File: config.mk
export PLATFORM = sky130hd
export DESIGN_NAME = div_ctrl
export DESIGN_NICKNAME = d
export VERILOG_FILES = /design/src/rtl/div_pkg.sv /design/src/rtl/div_core.sv /design/src/rtl/div_ctrl.sv
export SDC_FILE = /design/constraint.sdc
export NUM_CORES = 1
export LEC_CHECK = 0
export BUFFER_PORTS_ARGS = -buffer_cell sky130_fd_sc_hd__buf_4
export CAP_MARGIN = 20
export CORE_MARGIN = 5
export CORE_UTILIZATION = 40
export CTS_BUF_LIST = sky130_fd_sc_hd__clkbuf_8 sky130_fd_sc_hd__clkbuf_16
export CTS_CLUSTER_DIAMETER = 30
export DETAILED_ROUTE_END_ITERATION = 7
export HOLD_SLACK_MARGIN = 0.12
export PLACE_DENSITY = 0.57
export SLEW_MARGIN = 15
export SYNTH_ARGS = -nofsm -noshare
export SYNTH_HDL_FRONTEND = slang
export SYNTH_SLANG_ARGS = --single-unit
File: constraint.sdc
create_clock -name clock_input -period 2.9 [get_ports clock_input]
set_clock_uncertainty 0.2 [all_clocks]
set_input_delay 0.145 -clock clock_input [delete_from_list [all_inputs] [get_ports clock_input]]
set_output_delay 0.145 -clock clock_input [all_outputs]
set_load 0.01 [all_outputs]
File: src/rtl/div_pkg.sv
// Shared types and defaults for the programmable clock divider controller.
package div_pkg;

   // Default half-period counter width; max divide ratio is 2*2^DEF_CNT_W.
   localparam int DEF_CNT_W = 8;

   // Half-period code loaded at reset (1 -> divide-by-4).
   localparam int DEF_HALF = 1;

   // Controller sequencing states.
   typedef enum logic [1:0] {
      IDLE     = 2'd0,
      RUN      = 2'd1,
      STOPPING = 2'd2
   } div_state_t;

endpackage

File: src/rtl/div_core.sv
// Divider datapath: half-period counter plus the clock_output toggle flop.
// 'clear' forces the output low and the counter to zero; it wins over 'run'.
// 'rise' is a registered pulse coinciding with the 0->1 edge of clock_output.
// 'fall' is a combinational strobe that is high in the cycle whose closing
// edge takes clock_output 1->0, so the controller can swap ratios on it.
module div_core
   import div_pkg::*;
#(
   parameter int CNT_W = DEF_CNT_W
) (
   input  logic             clock_input,
   input  logic             reset,
   input  logic             run,
   input  logic             clear,
   input  logic [CNT_W-1:0] half,
   output logic             clock_output,
   output logic             rise,
   output logic             fall
);

   logic [CNT_W-1:0] cnt;
   logic             at_end;

   // Current phase ends when the counter reaches the half-period code.
   // Equality compare only, so half = all-ones never wraps the counter.
   assign at_end = (cnt == half);

   // Boundary strobe: the coming edge ends a high phase.
   assign fall = run && !clear && at_end && clock_output;

   // Counter, toggle flop and rise pulse.
   // NOTE: sequential state uses non-blocking assignments only, so every flop
   // samples pre-edge values regardless of statement order.
   always_ff @(posedge clock_input or negedge reset) begin
      if (!reset) begin
         cnt          <= '0;
         clock_output <= 1'b0;
         rise         <= 1'b0;
      end else if (clear) begin
         cnt          <= '0;
         clock_output <= 1'b0;
         rise         <= 1'b0;
      end else if (run) begin
         rise <= at_end && !clock_output;
         if (at_end) begin
            cnt          <= '0;
            clock_output <= !clock_output;
         end else begin
            cnt <= cnt + CNT_W'(1);
         end
      end else begin
         rise <= 1'b0;
      end
   end

endmodule

File: src/rtl/div_ctrl.sv
// Run-time controller for the programmable clock divider.
// Sequences start/stop of the divided clock and takes divide-ratio updates
// over a valid/ready handshake. Ratio changes and stops only land on period
// boundaries (the 1->0 edge of clock_output), so no runt phase is produced.
module div_ctrl
   import div_pkg::*;
#(
   parameter int CNT_W        = DEF_CNT_W,
   parameter int DEFAULT_HALF = DEF_HALF
) (
   input  logic             clock_input,
   input  logic             reset,
   input  logic             enable,
   input  logic             cfg_valid,
   input  logic [CNT_W-1:0] cfg_half,
   output logic             cfg_ready,
   output logic             clock_output,
   output logic             tick,
   output logic             busy,
   output logic             pending
);

   div_state_t       state;
   logic [CNT_W-1:0] active_half;
   logic [CNT_W-1:0] staged_half;
   logic             core_run;
   logic             core_clear;
   logic             core_fall;
   logic             accept;
   logic             apply_staged;

   // Handshake transfer this cycle.
   assign accept = cfg_valid && cfg_ready;

   // A staged ratio lands on the next high-to-low boundary, or straight away
   // if the divider already stopped with the clock low (no boundary pending).
   assign apply_staged = pending && (core_fall || (state == IDLE));

   // Decide whether the core counts or is held cleared this cycle.
   // NOTE: both outputs get a default before the case so no latch is inferred.
   always_comb begin
      core_run   = 1'b0;
      core_clear = 1'b0;
      unique case (state)
         IDLE: core_clear = 1'b1;
         // Keep counting while enabled, or while finishing a high phase;
         // a stop requested during a low phase clears immediately.
         RUN: begin
            if (enable || clock_output) core_run = 1'b1;
            else                        core_clear = 1'b1;
         end
         STOPPING: core_run = 1'b1;
         default:  core_clear = 1'b1;
      endcase
   end

   div_core #(
      .CNT_W (CNT_W)
   ) u_core (
      .clock_input  (clock_input),
      .reset        (reset),
      .run          (core_run),
      .clear        (core_clear),
      .half         (active_half),
      .clock_output (clock_output),
      .rise         (tick),
      .fall         (core_fall)
   );

   // FSM, ratio registers and registered status outputs.
   always_ff @(posedge clock_input or negedge reset) begin
      if (!reset) begin
         state       <= IDLE;
         busy        <= 1'b0;
         pending     <= 1'b0;
         cfg_ready   <= 1'b1;
         active_half <= CNT_W'(DEFAULT_HALF);
         staged_half <= '0;
      end else begin
         unique case (state)
            IDLE: begin
               if (enable) begin
                  state <= RUN;
                  busy  <= 1'b1;
               end
            end
            RUN: begin
               if (!enable) begin
                  // Low phase (or high phase ending right now): stop at once.
                  if (!clock_output || core_fall) begin
                     state <= IDLE;
                     busy  <= 1'b0;
                  end else begin
                     state <= STOPPING;
                  end
               end
            end
            // enable is ignored here; it is looked at again from IDLE.
            STOPPING: begin
               if (core_fall) begin
                  state <= IDLE;
                  busy  <= 1'b0;
               end
            end
            default: begin
               state <= IDLE;
               busy  <= 1'b0;
            end
         endcase

         // Ratio update. accept needs pending=0, so it never collides with
         // apply_staged; an accept on a boundary cycle waits for the next one.
         if (apply_staged) begin
            active_half <= staged_half;
            pending     <= 1'b0;
            cfg_ready   <= 1'b1;
         end else if (accept) begin
            if (state == IDLE) begin
               active_half <= cfg_half;
            end else begin
               staged_half <= cfg_half;
               pending     <= 1'b1;
               cfg_ready   <= 1'b0;
            end
         end
      end
   end

endmodule
# --- Yosys cells after proc, flatten, opt, wreduce, memory -nomap -nowiden ---
# Index checks and enable logic that the tools add are counted.
op_classes:
  add_sub_neg: 1
  n_eq_ne: 8
  n_mux: 31
  n_bitwise: 2
  n_reduce_logical: 22
ops:
  columns: ["op", "n"]
  rows:
  - ["$mux W8", 6]
  - ["$mux W1", 17]
  - ["$ne A2 B2 Y1 const B", 5]
  - ["$add A8 B1 Y8 const B", 1]
  - ["$eq A8 B8 Y1", 1]
  - ["$mux W2", 4]
  - ["$reduce_bool A2 Y1", 4]
  - ["$logic_and A1 B1 Y1", 6]
  - ["$pmux W2 S3", 1]
  - ["$reduce_and A2 Y1", 3]
  - ["$reduce_and A3 Y1", 2]
  - ["$pmux W1 S2", 2]
  - ["$reduce_and A4 Y1", 1]
  - ["$logic_or A1 B1 Y1", 3]
  - ["$pmux W1 S3", 1]
  - ["$eq A2 B1 Y1 const B", 1]
  - ["$eq A2 B2 Y1 const B", 1]
  - ["$logic_not A1 Y1", 2]
  - ["$logic_not A2 Y1", 1]
  - ["$not A1 Y1", 2]
word_totals:
  ff_bits: 31
  inputBits: 12
  elab_cells: 73

# --- Logic depth before layout (Yosys ltp) ---
logic_depth:
  word_depth: 11
  depth_mapped: 9
  ltp_nobuf: 7

# --- Cells and area by module ---
# A second synthesis with hierarchy kept.
unflattened:
  hier_cells: 147
  area_unflattened_um2: 1605.3
by_module_without_submodules:
  columns: ["module", "n_inst", "cells_per_inst", "area_per_inst_um2", "seq_area_each_um2"]
  rows:
  - ["div_ctrl", 1, 88, 979.7, 528.0]
  - ["div_core", 1, 59, 625.6, 250.2]

# --- Least setup slack after synthesis ---
# Ideal clock, no wire load.
synth_path:
  kind: "in2reg"
  startpoint: "in state[1]"
  endpoint: "reg active_half[1]"
  arrival_time_ps: 1823
  path_slack_ps: 741
  path_stages: 9
  n_path_buf: 2
  path_cell_list: "dfrtp_1 > inv_1 > ha_1 > clkbuf_1 > o21a_1 > nand4_1 > o31ai_2 > clkbuf_1 > o21ai_0"
synth_between:
  elab_chain_len: 10
  word_cells_on_any_way: 15
synth_lines:
  columns: ["element", "line", "rtl"]
  rows:
  - ["start: declaration", "div_ctrl.sv:23", "div_state_t state;"]
  - ["$eq A2 B2 Y1 or $eq A2 B1 Y1 (tied branches)", "div_ctrl.sv:44", "unique case (state)"]
  - ["$pmux W1 S2", "div_ctrl.sv:44", null]
  - ["$logic_not A1 Y1", "div_core.sv:29", "assign fall = run && !clear && at_end && clock_output;"]
  - ["$logic_and A1 B1 Y1 (3 in series)", "div_core.sv:29", null]
  - ["$logic_or A1 B1 Y1", "div_ctrl.sv:37", "assign apply_staged = pending && (core_fall || (state == IDLE));"]
  - ["$logic_and A1 B1 Y1", "div_ctrl.sv:37", null]
  - ["$reduce_bool A2 Y1 (no line)", null, null]
  - ["$reduce_and A2 Y1 (no line)", null, null]
  - ["end signal: assignment", "div_ctrl.sv:77", "active_half <= CNT_W'(DEFAULT_HALF);"]
  - ["end signal: assignment", "div_ctrl.sv:114", "active_half <= staged_half;"]
  - ["end signal: assignment", "div_ctrl.sv:119", "active_half <= cfg_half;"]
  - ["end: declaration", "div_ctrl.sv:24", "logic [CNT_W-1:0] active_half;"]
# Parallel ways exist; a longest one is shown, timed or not.
# A chain may end at the register's enable or synchronous reset.

# --- Worst setup path after layout ---
layout_path:
  startpoint: "in u_core.cnt[3]"
  endpoint: "reg state[0]"
layout_between:
  elab_chain_len: 5
layout_lines:
  columns: ["element", "line", "rtl"]
  rows:
  - ["start: declaration", "div_core.sv:21", "logic [CNT_W-1:0] cnt;"]
  - ["$eq A8 B8 Y1", "div_core.sv:26", "assign at_end = (cnt == half);"]
  - ["$logic_and A1 B1 Y1 (2 in series)", "div_core.sv:29", null]
  - ["$ne A2 B2 Y1 (no line)", null, null]
  - ["$reduce_and A3 Y1 (no line)", null, null]
  - ["end signal: assignment", "div_ctrl.sv:73", "state <= IDLE;"]
  - ["end signal: assignment", "div_ctrl.sv:83", "state <= RUN;"]
  - ["end signal: assignment", "div_ctrl.sv:91", "state <= IDLE;"]
# No other way between the ends.

==> impl_metrics.csv <==
group,metric,value,unit
drt,dr.pass1.iters,4,
synth,synth_top_area_share,44.0,%
grt,grt_busiest_layer,"met2",
pwr,leakage,0.890,nW
sta,finalSetupTns,0,ns
sta,max_freq,0.433,GHz
pwr,power.density,576,nW/um2
worst_setup_path,cp_data_required_time,2.89,ns
worst_hold_path,min-delay-path-class,"input port to async pin",
worst_setup_path,crit_family,"simple AND/OR/NAND/NOR gates",
worst_setup_path,r2r_setup_slack,0.59,ns
floorplan,coreArea,4000,um2
clock_network,htree_levels,2,
worst_setup_path,cpPeakStageDelay,0.62,ns
clock_network,post_cts_buffers,0,
sta,final_max_slew_viol_count,0,
place,finalWeightedCongestion,0.807,
clock_network,clockBufferDepth,2,
drt,viasPerCell,5.41,
floorplan,rows,23,
sta,postLayoutSetupSlackWorst,0.593,ns
synth,yosysUniqueCellTypes,37,
drt,routed-via-count,1309,
place,port_buffers,16,
synth,synthTopCellsByArea,"dfrtp_1 (44%), mux2i_1 (6.1%), mux2_2 (5.5%), nand2_1 (5.5%), xnor2_1 (4.2%)",
synth,syn-num-nets,177,
sta,rsz0062_at_grt,"false",
clock_network,cts_buffers,5,
sta,hold_viol,0,
grt,use_met3,4.46,%
synth,ys_warn_count,0,
sta,worst_pin_slew,0.573,ns
drt,drc,0,
clock_network,tritoncts,"yes",
worst_setup_path,arrival,2.30,ns
grt,globalRouteMet1Util,18.8,%
final_layout,final_util,51.1,%
sta,setup_viol,0,
sta,period_share,79.6,%
synth,synth_top_cell_by_area,"dfrtp_1",
final_layout,syn2layout_area_growth,23.9,%
final_layout,fillers,358,
worst_setup_path,crit_fanout,14,
floorplan,die_h,74.2,um
synth,synth_cells,161,
worst_setup_path,cpMaxStageDelayCell,"or3_1",
worst_setup_path,endpoint_kind,"flop",
pwr,vdd_drop_max,0.000271,V
floorplan,die-area,5510,um2
sta,slew_headroom,61.3,%
synth,syn_area,1650,um2
grt,use_met2,23.2,%
floorplan,die_w,74.2,um
grt,grt_use_total,14.5,%
final_layout,n_antenna_cell,0,
job,maxCapViolations,0,
drt,wl_per_cell,14.3,um
place,post-place-ws,0.618,ns
sta,period_needed,2.31,ns
drt,ant_nets,0,
final_layout,layout-drive-gt1-share,22.4,%
synth,yosysSeqAreaShare,47.2,%
grt,antenna_found_initial,0,
worst_setup_path,crit_path_start_kind,"flop",
run_status,outcome,"complete, no violations",
worst_setup_path,path_class,"flop to flop",
pwr,p_total,1.18,mW
worst_setup_path,crit_chain,"xnor2_1 -> nand4_2 -> or3_1 -> a21o_1 -> a221oi_2",
floorplan,io_pins,17,
place,place.detailed.hpwl,2.46,mm
synth,synth-seq-cells,31,
drt,drtIter0Drc,64,
final_layout,layout.nets,207,
sta,hold_ws,0.125,ns
grt,grt_overflow,0,
clock_network,clock_sinks,31,
floorplan,initial_core_util,41.2,%
grt,grt_pass1_vias,1333,
clock_network,insertion_delay,0.28,ns
synth,avgSynthCellArea,10.2,um2
drt,drt_wl_total,3.45,mm
clock_network,cts_root_buf,"clkbuf_8",
worst_setup_path,critical_path_buf_inv_count,0,
grt,grt_pass1_wl,6.12,mm
grt,grt_start_max_net_pins,32,
clock_network,cts.reportedPaths.clkPinSlew,0.07,ns
path summary, 6_finish.rpt:
path                                     start             end  cells after the start
worst max-delay path             u_core.cnt[3]        state[0]                      5
worst max register to register   u_core.cnt[3]        state[0]                      5
min in group clock_input        staged_half[5]  active_half[5]                      2
worst min register to register  staged_half[5]  active_half[5]                      2
worst min-delay path                     reset   u_core.cnt[5]                      2
max in group asynchronous                reset       cfg_ready                      2
metrics by stage:
step | area (um2) | std cells
floorplan | 1650 | 161
finish | 2040 | 242
detailed placement | 1820 | 223
CTS | 2040 | 242
global placement | 1820 | 223
global route | 2040 | 242
cell usage in the layout, fill, tap and decap left out, types with 3 or more instances in the layout:
cell type       n
inv_1           4
nand2_1        24
clkbuf_8        6
nand3_1         9
ha_1            4
mux2_2          8
nor3_1          6
a31oi_1         6
mux2i_1        10
buf_4          18
dlygate4sd3_1  11
dfrtp_1        29
a21oi_1         6
o21ai_0        10
or4_1           3
xnor2_1         8
sequential cells by signal (all words and copies together) (netlist names):
register	count
u_core.clock_output	1
pending	1
u_core.rise	1
busy	1
staged_half	8
cfg_ready	1
state	2
u_core.cnt	8
active_half	8
logic make-up (layout without fill, tap and decap cells):
kind of cell / count (synthesis) / count (layout) / share of synthesized area [%]
AOI/OAI and AO/OA: 32 / 32 / 12.7
DFF: 31 / 31 / 47.2
and+or+nand+nor: 58 / 58 / 18.5
buffers and inverters: 10 / 41 / 2.81
adders and majority gates: 4 / 4 / 3.04
xor gates and xnor gates: 8 / 8 / 4.25
muxes: 18 / 18 / 11.5
power breakdown:
group	total [mW]	internal (mW)	switching, mW
Sequential	0.469	0.452	0.0166
Clock	0.445	0.278	0.167
Combinational	0.262	0.107	0.155
per-layer routing:
layer,vias up,part of all wire [%]
met5,-,0
met4,0,1.3
met3,6,4.4
met2,27,47
met1,633,48
li1,643,-
repair_timing:
item | CTS | global route
hold buffers | 11 | 0
endpoints found under the hold margin | 50 | 0
setup endpoints to repair | 0 | 0
resized for setup | 0 | 0
area by class of cell:
type	instances	area [um2]	area share, %
multi-input cells	120	825	40.4
flip-flops and latches	31	778	38.1
repair buffers	29	245	12.0
clock buffers	6	82.6	4.04
well taps	50	62.6	3.06
clock inverters	2	35.0	1.71
inverters	4	15.0	0.735
Yosys cell counts:
| cell type | count |
|---|---|
| o21a_1 | 1 |
| a21oi_1 | 6 |
| a31oi_1 | 6 |
| o211ai_1 | 2 |
| a221oi_2 | 1 |
| nor4_2 | 1 |
| and2_1 | 1 |
| buf_6 | 1 |
| nand2_1 | 24 |
| or3_1 | 2 |
| nor2_1 | 1 |
| ha_1 | 4 |
| clkbuf_1 | 4 |
| nand3_1 | 9 |
| a21o_1 | 2 |
| nand2b_1 | 1 |
| o21ai_0 | 10 |
| a22o_1 | 1 |
| inv_1 | 4 |
| mux2i_1 | 10 |
| nor2_2 | 1 |
| or4_1 | 3 |
| nand4_2 | 1 |
| mux2_2 | 8 |
| dfrtp_1 | 29 |
| xnor2_1 | 8 |
| nor4b_1 | 1 |
| dfstp_2 | 2 |
| or2_2 | 2 |
| a2bb2oi_1 | 1 |
| buf_2 | 1 |
| nand4b_1 | 1 |
| o221ai_1 | 1 |
| nand3b_1 | 2 |
| nor3_1 | 6 |
| o31ai_2 | 1 |
| nand4_1 | 2 |
(Power assumes the default switching activity.)
